`config.mk`:
```
export PLATFORM = sky130hd
export DESIGN_NAME = mbc3_cart
export DESIGN_NICKNAME = d
export VERILOG_FILES = /design/src/rtl/mbc3_pkg.sv /design/src/rtl/mbc3_rtc.sv /design/src/rtl/mbc3_cart.sv
export SDC_FILE = /design/constraint.sdc
export NUM_CORES = 1
export LEC_CHECK = 0
export ABC_AREA = 1
export CAP_MARGIN = 20
export CORE_ASPECT_RATIO = 0.5
export CORE_MARGIN = 2
export CORE_UTILIZATION = 65
export CTS_BUF_LIST = sky130_fd_sc_hd__clkbuf_4 sky130_fd_sc_hd__clkbuf_8 sky130_fd_sc_hd__clkbuf_16
export DETAILED_ROUTE_END_ITERATION = 6
export DONT_BUFFER_PORTS = 1
export GPL_ROUTABILITY_DRIVEN = 0
export PLACE_DENSITY = 0.92
export SLEW_MARGIN = 20
export SYNTH_ARGS = -nofsm -noshare
export SYNTH_HDL_FRONTEND = slang
export SYNTH_SLANG_ARGS = --single-unit
```
`constraint.sdc`:
```
create_clock -name clk -period 5.6 [get_ports clk]
set_clock_uncertainty 0.15 [all_clocks]
set_input_delay 0.56 -clock clk [delete_from_list [all_inputs] [get_ports clk]]
set_output_delay 0.56 -clock clk [all_outputs]
set_load 0.05 [all_outputs]
```
`src/rtl/mbc3_pkg.sv`:
```
// Shared constants, types and helpers for the MBC3 cartridge controller.
// Address-map bases, RTC register selects and counter limits live here.
package mbc3_pkg;

    localparam logic [15:0] ROM0_BASE = 16'h0000;
    localparam logic [15:0] ROMX_BASE = 16'h4000;
    localparam logic [15:0] CRAM_BASE = 16'hA000;
    localparam logic [15:0] WRAM_BASE = 16'hC000;
    localparam logic [15:0] ECHO_END  = 16'hFDFF;

    localparam logic [7:0] RTC_S  = 8'h08;
    localparam logic [7:0] RTC_M  = 8'h09;
    localparam logic [7:0] RTC_H  = 8'h0A;
    localparam logic [7:0] RTC_DL = 8'h0B;
    localparam logic [7:0] RTC_DH = 8'h0C;

    localparam logic [5:0] SEC_MAX = 6'd59;
    localparam logic [5:0] SEC_LIM = 6'd63;
    localparam logic [5:0] MIN_MAX = 6'd59;
    localparam logic [5:0] MIN_LIM = 6'd63;
    localparam logic [4:0] HR_MAX  = 5'd23;
    localparam logic [4:0] HR_LIM  = 5'd31;
    localparam logic [8:0] DAY_MAX = 9'd511;

    typedef enum logic [2:0] {
        RGN_ROM0,
        RGN_ROMX,
        RGN_CRAM,
        RGN_WRAM,
        RGN_NONE
    } region_e;

    typedef struct packed {
        logic       carry;
        logic       halt;
        logic [8:0] day;
        logic [4:0] hr;
        logic [5:0] min;
        logic [5:0] sec;
    } rtc_time_t;

    function automatic region_e decodeRegion(input logic [15:0] a);
        if (a[15:14] == ROM0_BASE[15:14]) return RGN_ROM0;
        if (a[15:14] == ROMX_BASE[15:14]) return RGN_ROMX;
        if (a[15:13] == CRAM_BASE[15:13]) return RGN_CRAM;
        if (a >= WRAM_BASE && a <= ECHO_END) return RGN_WRAM;
        return RGN_NONE;
    endfunction

    // Returns {carry, next}: legal maximum wraps with carry, all-ones wraps silently.
    function automatic logic [6:0] incLimit(input logic [5:0] v,
                                            input logic [5:0] maxVal,
                                            input logic [5:0] lim);
        if (v == maxVal) return {1'b1, 6'd0};
        if (v == lim) return 7'd0;
        return {1'b0, v + 6'd1};
    endfunction

endpackage

```
`src/rtl/mbc3_rtc.sv`:
```
// MBC3 real-time clock: prescaler, live and latched time registers,
// software write port and latched-register read mux.
module mbc3_rtc
    import mbc3_pkg::*;
#(
    parameter int CLK_HZ = 4194304
) (
    input  logic       clk,
    input  logic       rst,
    input  logic [3:0] sel_i,
    input  logic [7:0] wdata_i,
    input  logic       we_i,
    input  logic       latch_i,
    output logic [7:0] rdata_o
);

    localparam int PW = (CLK_HZ > 1) ? $clog2(CLK_HZ) : 1;
    localparam logic [PW-1:0] PRE_MAX = PW'(CLK_HZ - 1);

    logic [PW-1:0] prescaler_q, prescaler_d;
    rtc_time_t     live_q, live_d;
    rtc_time_t     latched_q, latched_d;

    logic       tick, minTick, hrTick, dayTick;
    logic [6:0] secRes, minRes;
    logic [4:0] hrInc;
    logic       wrSec, wrMin, wrHr, wrDayLo, wrDayHi;

    assign wrSec   = we_i && ({4'h0, sel_i} == RTC_S);
    assign wrMin   = we_i && ({4'h0, sel_i} == RTC_M);
    assign wrHr    = we_i && ({4'h0, sel_i} == RTC_H);
    assign wrDayLo = we_i && ({4'h0, sel_i} == RTC_DL);
    assign wrDayHi = we_i && ({4'h0, sel_i} == RTC_DH);

    // A software write to a field overrides its tick and blocks the carry out of it.
    always_comb begin
        prescaler_d = prescaler_q;
        live_d      = live_q;
        latched_d   = latch_i ? live_q : latched_q;
        tick        = 1'b0;
        secRes      = incLimit(live_q.sec, SEC_MAX, SEC_LIM);
        minRes      = incLimit(live_q.min, MIN_MAX, MIN_LIM);
        hrInc       = (live_q.hr == HR_MAX || live_q.hr == HR_LIM) ? 5'd0 : live_q.hr + 5'd1;

        if (!live_q.halt) begin
            tick        = (prescaler_q == PRE_MAX);
            prescaler_d = tick ? '0 : prescaler_q + PW'(1);
        end
        if (wrSec) prescaler_d = '0;

        minTick = tick && secRes[6] && !wrSec;
        hrTick  = minTick && minRes[6] && !wrMin;
        dayTick = hrTick && (live_q.hr == HR_MAX) && !wrHr;

        if (wrSec) live_d.sec = wdata_i[5:0];
        else if (tick) live_d.sec = secRes[5:0];

        if (wrMin) live_d.min = wdata_i[5:0];
        else if (minTick) live_d.min = minRes[5:0];

        if (wrHr) live_d.hr = wdata_i[4:0];
        else if (hrTick) live_d.hr = hrInc;

        if (dayTick) begin
            live_d.day = live_q.day + 9'd1;
            if (live_q.day == DAY_MAX) live_d.carry = 1'b1;
        end
        if (wrDayLo) begin
            live_d.day   = {live_q.day[8], wdata_i};
            live_d.carry = live_q.carry;
        end
        if (wrDayHi) begin
            live_d.day[8] = wdata_i[0];
            live_d.halt   = wdata_i[6];
            live_d.carry  = wdata_i[7];
        end
    end

    always_ff @(posedge clk) begin
        if (rst) begin
            prescaler_q <= '0;
            live_q      <= '0;
            latched_q   <= '0;
        end else begin
            prescaler_q <= prescaler_d;
            live_q      <= live_d;
            latched_q   <= latched_d;
        end
    end

    always_comb begin
        case ({4'h0, sel_i})
            RTC_S:   rdata_o = {2'b00, latched_q.sec};
            RTC_M:   rdata_o = {2'b00, latched_q.min};
            RTC_H:   rdata_o = {3'b000, latched_q.hr};
            RTC_DL:  rdata_o = latched_q.day[7:0];
            RTC_DH:  rdata_o = {latched_q.carry, latched_q.halt, 5'b00000, latched_q.day[8]};
            default: rdata_o = 8'hFF;
        endcase
    end

endmodule

```
`src/rtl/mbc3_cart.sv`:
```
// MBC3 cartridge responder: banking registers, bus address decode and the
// read-data mux over ROM, cart RAM / RTC and work RAM with echo.
module mbc3_cart
    import mbc3_pkg::*;
#(
    parameter int CLK_HZ        = 4194304,
    parameter int ROM_BANK_BITS = 7,
    parameter int RAM_BANK_BITS = 2
) (
    input  logic                       clk,
    input  logic                       rst,
    input  logic [15:0]                A,
    input  logic [7:0]                 WDATA,
    output logic [7:0]                 RDATA,
    input  logic                       RD,
    input  logic                       WR,
    input  logic                       CS,
    output logic [ROM_BANK_BITS+13:0]  ROM_ADDR,
    input  logic [7:0]                 ROM_Q,
    output logic [RAM_BANK_BITS+12:0]  RAM_ADDR,
    output logic [7:0]                 RAM_D,
    output logic                       RAM_WE,
    input  logic [7:0]                 RAM_Q,
    output logic [12:0]                WRAM_ADDR,
    output logic [7:0]                 WRAM_D,
    output logic                       WRAM_WE,
    input  logic [7:0]                 WRAM_Q
);

    region_e region;
    logic    busWr, busRd, ctrlWr, cramWr;
    logic    ramAccess, rtcAccess, latchStrobe;
    logic [7:0] rtcRdata;

    logic [ROM_BANK_BITS-1:0] romBank_q, romBank_d;
    logic [3:0]               sel_q, sel_d;
    logic                     ramEn_q, ramEn_d;
    logic [7:0]               latchPrev_q, latchPrev_d;

    // WR dominates RD, so a cycle with both strobes high is a write.
    assign region      = decodeRegion(A);
    assign busWr       = CS && WR;
    assign busRd       = CS && RD && !WR;
    assign ctrlWr      = busWr && (region == RGN_ROM0 || region == RGN_ROMX);
    assign cramWr      = busWr && (region == RGN_CRAM);
    assign ramAccess   = ramEn_q && (sel_q <= 4'd3);
    assign rtcAccess   = ramEn_q && ({4'h0, sel_q} >= RTC_S) && ({4'h0, sel_q} <= RTC_DH);
    assign latchStrobe = ctrlWr && (A[14:13] == 2'b11) && (latchPrev_q == 8'h00) && (WDATA == 8'h01);

    always_comb begin
        romBank_d   = romBank_q;
        sel_d       = sel_q;
        ramEn_d     = ramEn_q;
        latchPrev_d = latchPrev_q;
        if (ctrlWr) begin
            case (A[14:13])
                2'b00: ramEn_d = (WDATA[3:0] == 4'hA);
                2'b01: romBank_d = (WDATA[ROM_BANK_BITS-1:0] == '0) ? ROM_BANK_BITS'(1)
                                                                     : WDATA[ROM_BANK_BITS-1:0];
                2'b10: sel_d = WDATA[3:0];
                default: latchPrev_d = WDATA;
            endcase
        end
    end

    always_ff @(posedge clk) begin
        if (rst) begin
            romBank_q   <= ROM_BANK_BITS'(1);
            sel_q       <= 4'h0;
            ramEn_q     <= 1'b0;
            latchPrev_q <= 8'hFF;
        end else begin
            romBank_q   <= romBank_d;
            sel_q       <= sel_d;
            ramEn_q     <= ramEn_d;
            latchPrev_q <= latchPrev_d;
        end
    end

    assign ROM_ADDR  = A[14] ? {romBank_q, A[13:0]} : {{ROM_BANK_BITS{1'b0}}, A[13:0]};
    assign RAM_ADDR  = {sel_q[RAM_BANK_BITS-1:0], A[12:0]};
    assign RAM_D     = WDATA;
    assign RAM_WE    = cramWr && ramAccess;
    assign WRAM_ADDR = A[12:0];
    assign WRAM_D    = WDATA;
    assign WRAM_WE   = busWr && (region == RGN_WRAM);

    mbc3_rtc #(
        .CLK_HZ(CLK_HZ)
    ) u_rtc (
        .clk    (clk),
        .rst    (rst),
        .sel_i  (sel_q),
        .wdata_i(WDATA),
        .we_i   (cramWr && rtcAccess),
        .latch_i(latchStrobe),
        .rdata_o(rtcRdata)
    );

    always_comb begin
        RDATA = 8'hFF;
        if (busRd) begin
            case (region)
                RGN_ROM0, RGN_ROMX: RDATA = ROM_Q;
                RGN_CRAM: begin
                    if (ramAccess) RDATA = RAM_Q;
                    else if (rtcAccess) RDATA = rtcRdata;
                end
                RGN_WRAM: RDATA = WRAM_Q;
                default: RDATA = 8'hFF;
            endcase
        end
    end

endmodule

```
== After elaboration in Yosys (flattened, before gate mapping) ==
Index checks and enable logic that the tools add are counted.
Widths: inputs -> output; s select.
Storage, ports and cells
  register bits: 98
  input port bits: 53
  output and inout bits: 75
  logic and storage cells: 159
Cells by class
  add/subtract/negate cells: 5
  order comparisons: 5
  eq/ne operators: 24
  muxes and demuxes: 54
  bitwise logic cells: 1
  reduce and logical (&&, ||, !) cells: 52
Operators with widths (count)
  $mux 7: 9
  $pmux 8 s5: 1
  $mux 3: 9
  $logic_and 1x1->1: 26
  $eq 4x4->1 const B: 6
  $eq 6x6->1 const B: 4
  $mux 6: 4
  $mux 8: 3
  $pmux 8 s3: 1
  $add 22x1->22 const B: 1
  $eq 22x22->1 const B: 1
  $mux 22: 1
  $mux 21: 1
  $mux 1: 20
  $mux 9: 2
  $ge 16x16->1 const B: 1
  $le 16x16->1 const B: 1
  $mux 5: 3
  $add 6x1->6 const B: 2
  $reduce_bool 2->1: 6
  $eq 5x5->1 const B: 2
  $reduce_and 2->1: 5
  $add 9x1->9 const B: 1
  $eq 9x9->1 const B: 1
  21 further kinds: 30

== Depth between registers and ports, before layout ==
Gate-level depths: netlist (run 1).
  depth after elaboration: 25
  mapped depth: 12
  gate-level depth less buffers: 12

== Hierarchy ==
A second synthesis (run 1) with hierarchy kept.
Unflattened totals
  cell total of the unflattened synthesis: 831
  area, all modules: 5824.3 um^2
Modules (own cells, without submodules)
  mbc3_rtc: instances 1, cells an instance 553, area each 4030.1 um^2, seq. area each 1561.5 um^2
  mbc3_cart: instances 1, cells an instance 278, area each 1794.2 um^2, seq. area each 400.4 um^2

== Least setup slack after synthesis (run 1) ==
No wires, ideal clock.
  path type: input -> output
  start point: in A[14]
  end point: out RAM_WE
  data arrival time: 1.927 ns
  required time: 4.890 ns
  path slack: 2.963 ns
  stages on the path: 3
  path buffers: 0
  cells stage by stage: inv_1 > nand3_1 > nor3_1
Between the ends
  longest elaborated chain between the ends: 13
  elaborated cells between the ends (all ways): 26
  those cells by class: order compare (2); eq/ne (3); mux (17); reduce/logical (4)
RTL lines
  start, declared: line mbc3_cart.sv:12  | input logic [15:0] A,
  $ge 16x16->1 / $le 16x16->1 (equally long branches): line mbc3_pkg.sv:46  | if (a >= WRAM_BASE && a <= ECHO_END) return RGN_WRAM;
  $logic_and 1x1->1: line mbc3_pkg.sv:46
  $mux 1 (2 in a row): line mbc3_pkg.sv:46
  $mux 1: line mbc3_pkg.sv:45  | if (a[15:13] == CRAM_BASE[15:13]) return RGN_CRAM;
  $mux 1: line mbc3_pkg.sv:44  | if (a[15:14] == ROMX_BASE[15:14]) return RGN_ROMX;
  $mux 3: line mbc3_pkg.sv:47  | return RGN_NONE;
  $mux 3: line mbc3_pkg.sv:46
  $mux 3: line mbc3_pkg.sv:45
  $mux 3 (*): line mbc3_pkg.sv:44
  $eq 3x2->1 (*): line mbc3_cart.sv:45  | assign cramWr = busWr && (region == RGN_CRAM);
  $logic_and 1x1->1 (*): line mbc3_cart.sv:45
  $logic_and 1x1->1 (*): line mbc3_cart.sv:83  | assign RAM_WE = cramWr && ramAccess;
  end, declared: line mbc3_cart.sv:22  | output logic RAM_WE,
Every way passes the cells marked *; elsewhere a longest branch is shown, timed or not. The select of a mux whose other input is x is not followed.

== Worst setup path in the final report (run 1) ==
  start point: reg sel_q[0]
  end point: out RDATA[0]
Between the ends
  longest elaborated chain between the ends: 7
  elaborated cells between the ends (all ways): 16
  those cells by class: order compare (3); eq/ne (5); mux (5); reduce/logical (3)
RTL lines
  start, declared: line mbc3_cart.sv:36  | logic [3:0] sel_q, sel_d;
  start signal, assigned: line mbc3_cart.sv:74  | sel_q <= sel_d;
  $ge 4x4->1: line mbc3_cart.sv:47  | assign rtcAccess = ramEn_q && ({4'h0, sel_q} >= RTC_S) && ({4'h0, sel_q} <= RTC_DH);
  $logic_and 1x1->1 (2 in a row): line mbc3_cart.sv:47
  $mux 8: line mbc3_cart.sv:107  | else if (rtcAccess) RDATA = rtcRdata;
  $mux 8 (*): line mbc3_cart.sv:106  | if (ramAccess) RDATA = RAM_Q;
  $pmux 8 s3 (*): line mbc3_cart.sv:103  | case (region)
  $mux 8 (*): line mbc3_cart.sv:102  | if (busRd) begin
  end, declared: line mbc3_cart.sv:14  | output logic [7:0] RDATA,
Every way passes the cells marked *; elsewhere a longest branch is shown, timed or not.

==> results of run 1 <==
-- state kept, by name (all words and copies together) (netlist names) --
register / cells
u_rtc.latched_q: 28
latchPrev_q: 8
u_rtc.prescaler_q: 22
ramEn_q: 1
romBank_q: 7
u_rtc.live_q: 28
sel_q: 4
-- final cells by class --
cell class | count | area [um^2]
timing repair buffer | 2 | 15.0
multi-input combinational | 581 | 3040
fill | 701 | 2960
clock inverter | 6 | 75.1
tap | 117 | 146
clock buffer | 10 | 233
sequential | 98 | 1960
inverter | 67 | 254
-- logic make-up after synthesis --
logic type / Yosys count / share of synthesized area [%]
buffers and inverters: 146 / 13.5
xor gates and xnor gates: 25 / 3.79
DFF: 98 / 33.9
AOI/OAI and AO/OA: 139 / 13.4
adders and majority gates: 7 / 1.52
and+or+nand+nor: 410 / 33.8
-- metal layers --
layer / track usage, % / part of all wire [%] / vias to the layer above
met4: 12.0 / 2.5 / 0
met5: 0 / 0 / -
met3: 10.4 / 12 / 38
met1: 41.2 / 41 / 2504
li1: - / - / 2557
met2: 47.8 / 45 / 295
-- synthesized netlist by cell type (all sizes together) (3+ instances only) --
cell    count
xor2       11
nand2     232
a31oi       5
o22ai       3
inv        66
buf        67
dfxtp      98
nor2       61
ha          7
o221ai      5
nor4        5
nand3b      9
clkbuf     12
nor3       20
nand4      22
o21ai      29
a21oi      80
nand3      58
o211ai     12
xnor2      14
-- cells in the final DEF (no fill, tap or decap), types with 4 or more instances in the layout --
cell type,synthesis,final
a21oi_1,79,79
a31oi_1,5,5
clkbuf_16,0,9
dfxtp_1,98,98
ha_1,7,7
inv_1,58,58
inv_2,7,7
nand2_1,226,226
nand2_2,4,4
nand3_1,51,51
nand3_2,4,4
nand3b_1,9,9
nand4_1,22,22
nor2_1,47,47
nor2_2,4,4
nor2_4,8,8
nor3_1,17,17
nor4_1,5,5
o211ai_1,12,12
o21ai_0,20,20
o21ai_1,9,9
o221ai_1,5,5
xnor2_1,14,14
xor2_1,11,11
-- per-stage QoR --
step | cell area (um^2) | worst slack [ns] | total power [mW] | hold WS (ns) | util [%]
6_report | 5720 | 2.39 | 1.40 | 0.129 | 65.9
5_1_grt | 5720 | 2.27 | 1.44 | 0.110 | 65.9
4_1_cts | 5720 | 2.41 | 1.41 | 0.111 | 65.9
3_5_place_dp | 5410 | 2.82 | 0.775 | 0.302 | 62.4
3_3_place_gp | 5410 | 2.88 | 0.774 | 0.297 | 62.4
2_1_floorplan | 5780 | 2.96 | 0.879 | 0.279 | -
-- power by group --
part | internal (mW) | switching (mW)
clock network | 0.357 | 0.282
registers | 0.702 | 0.00540
logic | 0.0120 | 0.0409
-- worst paths after layout --
kind / slack (ns) / startpoint / endpoint
worst max-delay path: 2.39 / sel_q[0] / RDATA[0]
worst min-delay path: 0.13 / rst / u_rtc.live_q[10]
worst max register to register: 2.98 / sel_q[0] / u_rtc.live_q[13]
worst min register to register: 0.32 / u_rtc.latched_q[12] / u_rtc.latched_q[12]
==> results.sh, run 1 <==
export IMPL_drive_gt1_share_pct=7.59
export IMPL_synth_top_area_share_pct=33.9
export IMPL_cts_setup_buffers=0
export IMPL_violations="DRC"
export IMPL_fin_cells=881
export IMPL_die_w_um=137
export IMPL_synth_top_cell_by_area="dfxtp_1"
export IMPL_path_max_fanout=7
export IMPL_cts_buffers=9
export IMPL_grt_use_total_pct=31.3
export IMPL_initial_utilization_pct=66.6
export IMPL_max_cap_viol_count=0
export IMPL_grt_max_degree=56
export IMPL_path_cells="inv_1, nor3_4, nand2_1, o211ai_1, o221ai_1, nand2_1"
export IMPL_start_kind="flip-flop"
export IMPL_hold_path_class="in -> reg"
export IMPL_insertion_delay_ns=0.35
export IMPL_ys_types=42
export IMPL_gr_total_overflow=0
export IMPL_synth_edff_count=0
export IMPL_cp_required_ns=4.89
export IMPL_syn_nets=885
export IMPL_finalCritPeriodShare_pct=57.4
export IMPL_setup_viol=0
export IMPL_fmax_mhz=311
export IMPL_slowest_delay_ns=0.77
export IMPL_cts_tree="done"
export IMPL_p_leak_nw=2.07
export IMPL_grt_antenna_before_repair=0
export IMPL_tightest_slew_ns=0.914
export IMPL_cp_num_buf_inv=1
export IMPL_synth_area_um2=5780
export IMPL_run_status="finished, violations left"
export IMPL_vias=5394
export IMPL_synth_area_top_cells="dfxtp_1 34%, nand2_1 15%, buf_4 7.8%, a21oi_1 6.8%, nand3_1 4.4%"
export IMPL_power_density_nw_per_um2=245
export IMPL_io_pins=128
export IMPL_dr_pass1_iters=7
export IMPL_drt_iter0_markers=665
export IMPL_slew_viol_final=0
export IMPL_place_inst=865
export IMPL_n_antenna_cell=0
export IMPL_fin_crit_ns=3.21
export IMPL_cts_hold_buf=0
export IMPL_drcViolationCount=1
export IMPL_critPathArrivalTime_ns=2.50
export IMPL_cts_clk_slew_worst_paths_ns=0.07
export IMPL_cp_end_kind="output pin"
export IMPL_avgSynthCellArea_um2=7.01
export IMPL_peakVddDrop_mv=0.140
export IMPL_first_global_vias=4796
export IMPL_crit_cells=6
export IMPL_ys_seq_area_share_pct=33.9
export IMPL_ys_flop_type="dfxtp_1"
export IMPL_vias_per_cell=6.12
export IMPL_max_clock_path_buffers=2
export IMPL_crit_path_top_delay_cell="dfxtp_1"
export IMPL_grt_pass1_wl_mm=23.8
export IMPL_hold_depth=1
export IMPL_dp_hpwl_mm=10.5
export IMPL_cts_resized=0
export IMPL_r2r_cells=8
export IMPL_post_drt_wl_per_cell_um=16.8
export IMPL_clock_sinks=98
export IMPL_route_antenna_remaining_nets=0
export IMPL_core_area_um2=8680
export IMPL_async_reset_ff_share_pct=0
export IMPL_die_area_um2=9710
export IMPL_wirelength_mm=14.8
export IMPL_synth_yosys_warnings=0
export IMPL_port_buffers=0
export IMPL_tns_ns=0
export IMPL_area_delta_synth_final_pct=-1.02
export IMPL_hold_viol=0
export IMPL_ys_seq_elements=98
export IMPL_cts_max_level=3
export IMPL_crit_family="simple AND/OR/NAND/NOR gates"
export IMPL_die_h_um=70.7
export IMPL_std_cell_rows=24
export IMPL_cpMostUsedCell="nand2_1"
export IMPL_rsz0062_at_grt="false"
export IMPL_cts_root_buf="clkbuf_16"
export IMPL_setup_worst_path_class="reg -> out"
export IMPL_postSynthCellCount=825
export IMPL_relSlewSlack_pct=38.8
export IMPL_fin_nets=819
(Power assumes the default switching activity.)
==> inputs of run 2 (changes only) <==
Settings changed: CORE_UTILIZATION 65 to 64, PLACE_DENSITY 0.92 to 0.91.
Clock period 5.6 ns to 3.02 ns, I/O delays scaled along.
==> run 2 against run 1 <==
Effect of this change:
- the run now ends clean
- non-clock buffer count is 16 higher
- final cell count is 1.6% higher
- register-to-register slack worse by 2.2 ns
- worst setup slack worse by 1.9 ns
- design area is 2.0% higher
- sequential share of layout area is 0.67 points lower
- via count is 1.6% lower
- critical path depth is 1 higher
- critical endpoint is now RDATA[5]
- largest power group unchanged
==> results.sh, run 2 (synthesized netlist as in run 1, its figures left out) <==
export IMPL_area_delta_synth_final_pct=0.952
export IMPL_finalCoreUtilization_pct=66.8
export IMPL_critPathArrivalTime_ns=2.05
export IMPL_cts_clk_slew_worst_paths_ns=0.07
export IMPL_path_max_fanout=8
export IMPL_port_buffers=0
export IMPL_gr_total_overflow=0
export IMPL_crit_start="sel_q[2]"
export IMPL_cts_root_buf="clkbuf_16"
export IMPL_die_w_um=138
export IMPL_clock_sinks=98
export IMPL_slew_viol_final=0
export IMPL_std_cell_rows=24
export IMPL_setup_worst_path_class="reg -> out"
export IMPL_tightest_slew_ns=0.941
export IMPL_r2r_cells=7
export IMPL_cts_setup_buffers=0
export IMPL_reg2reg_slack_ns=0.77
export IMPL_rsz0062_at_grt="false"
export IMPL_first_global_vias=5032
export IMPL_fin_nets=835
export IMPL_cp_end_kind="output pin"
export IMPL_finalCritPeriodShare_pct=82.7
export IMPL_route_antenna_remaining_nets=0
export IMPL_insertion_delay_ns=0.35
export IMPL_fin_cells=895
export IMPL_core_area_um2=8740
export IMPL_final_common_cell="nand2_1"
export IMPL_drt_iter0_markers=586
export IMPL_grt_max_degree=55
export IMPL_cts_max_level=3
export IMPL_drive_gt1_share_pct=8.10
export IMPL_peakVddDrop_mv=0.278
export IMPL_grt_antenna_before_repair=0
export IMPL_io_pins=128
export IMPL_wirelength_mm=14.9
export IMPL_vias=5310
export IMPL_relSlewSlack_pct=37.0
export IMPL_vias_per_cell=5.93
export IMPL_die_h_um=71.2
export IMPL_drcViolationCount=0
export IMPL_initial_utilization_pct=66.2
export IMPL_p_leak_nw=2.13
export IMPL_dr_pass1_iters=5
export IMPL_most_common_layout_cells="226 x nand2_1, 98 x dfxtp_1, 79 x a21oi_1, 58 x inv_1, 51 x nand3_1"
export IMPL_reg2reg_to="u_rtc.live_q[11]"
export IMPL_cts_resized=0
export IMPL_run_status="completed"
export IMPL_fmax_mhz=400
export IMPL_place_inst=871
export IMPL_crit_end="RDATA[5]"
export IMPL_hold_viol=0
export IMPL_setup_viol=0
export IMPL_grt_pass1_wl_mm=24.5
export IMPL_worst_hold_slack_ns=0.0131
export IMPL_dp_hpwl_mm=10.7
export IMPL_power_density_nw_per_um2=429
export IMPL_n_antenna_cell=0
export IMPL_max_clock_path_buffers=2
export IMPL_fin_crit_ns=2.50
export IMPL_cp_required_ns=2.57
export IMPL_die_area_um2=9850
export IMPL_tns_ns=0
export IMPL_grt_use_total_pct=30.8
export IMPL_hold_path_class="in -> reg"
export IMPL_post_drt_wl_per_cell_um=16.7
export IMPL_r2r_start="u_rtc.live_q[1]"
export IMPL_cts_buffers=9
export IMPL_max_cap_viol_count=0
export IMPL_reg_top3="u_rtc.latched_q (28), u_rtc.live_q (28), u_rtc.prescaler_q (22)"
export IMPL_cts_tree="done"
export IMPL_start_kind="flip-flop"
export IMPL_power_mw=2.50
## run 2: cell count changes in the layout (fill, tap and decap cells not counted), sizes merged
cell	delta
dlygate4sd3	+9
buf	+7
clkinvlp	-3
clkinv	+2
bufinv	-1
## run 2: per-stage QoR
step | worst slack [ns] | area (um^2)
finish | 0.521 | 5840
global route | 0.426 | 5840
CTS | 0.533 | 5840
detailed placement | 0.833 | 5460
global placement | 0.878 | 5460
floorplan | 0.899 | 5780
## run 2: how the worst min path moves through the flow
stage,start,slack (ns),endpoint,depth (start not counted)
after floorplan,WDATA[7],0.28,latchPrev_q[7],2
after global placement,rst,0.23,u_rtc.live_q[23],1
after detailed placement,rst,0.23,u_rtc.live_q[10],1
after CTS,WDATA[6],0.002,u_rtc.live_q[26],2
after global routing,WDATA[6],0.04,u_rtc.live_q[26],2
final,WDATA[6],0.01,u_rtc.live_q[26],2
## run 2: power breakdown
group,internal [mW],switching (mW),leakage (nW),total [mW]
logic,0.0354,0.0938,1.21,0.129
registers,1.30,0.00796,0.791,1.31
clock network,0.574,0.491,0.135,1.07
## run 2: what timing repair did
item	4_1_cts	5_1_grt
setup endpoints to repair	0	0
hold buffers	10	0
endpoints found under the hold margin	57	0
## run 2: critical path, stage by stage, from the launching register on
cell,delay [ns]
dfxtp_1,0.40
inv_2,0.08
nand4_1,0.12
clkinv_1,0.24
nand2_1,0.13
nand4_1,0.12
o211ai_1,0.10
nand4_1,0.51
## run 2: metal layers
metal | wire [um] | track usage, % | vias to the layer above
met3 | 1450 | 8.12 | 23
met2 | 6850 | 50.7 | 239
met1 | 6400 | 40.3 | 2461
li1 | - | - | 2587
met5 | 0 | 0 | -
met4 | 214 | 9.75 | 0
## run 2: final cells by class
cell class	instances	area, um^2
clock buffer	10	239
clock inverter	4	27.5
inverter	67	254
tap	117	146
multi-input combinational	581	3040
sequential	98	1960
fill	733	2900
timing repair buffer	18	170
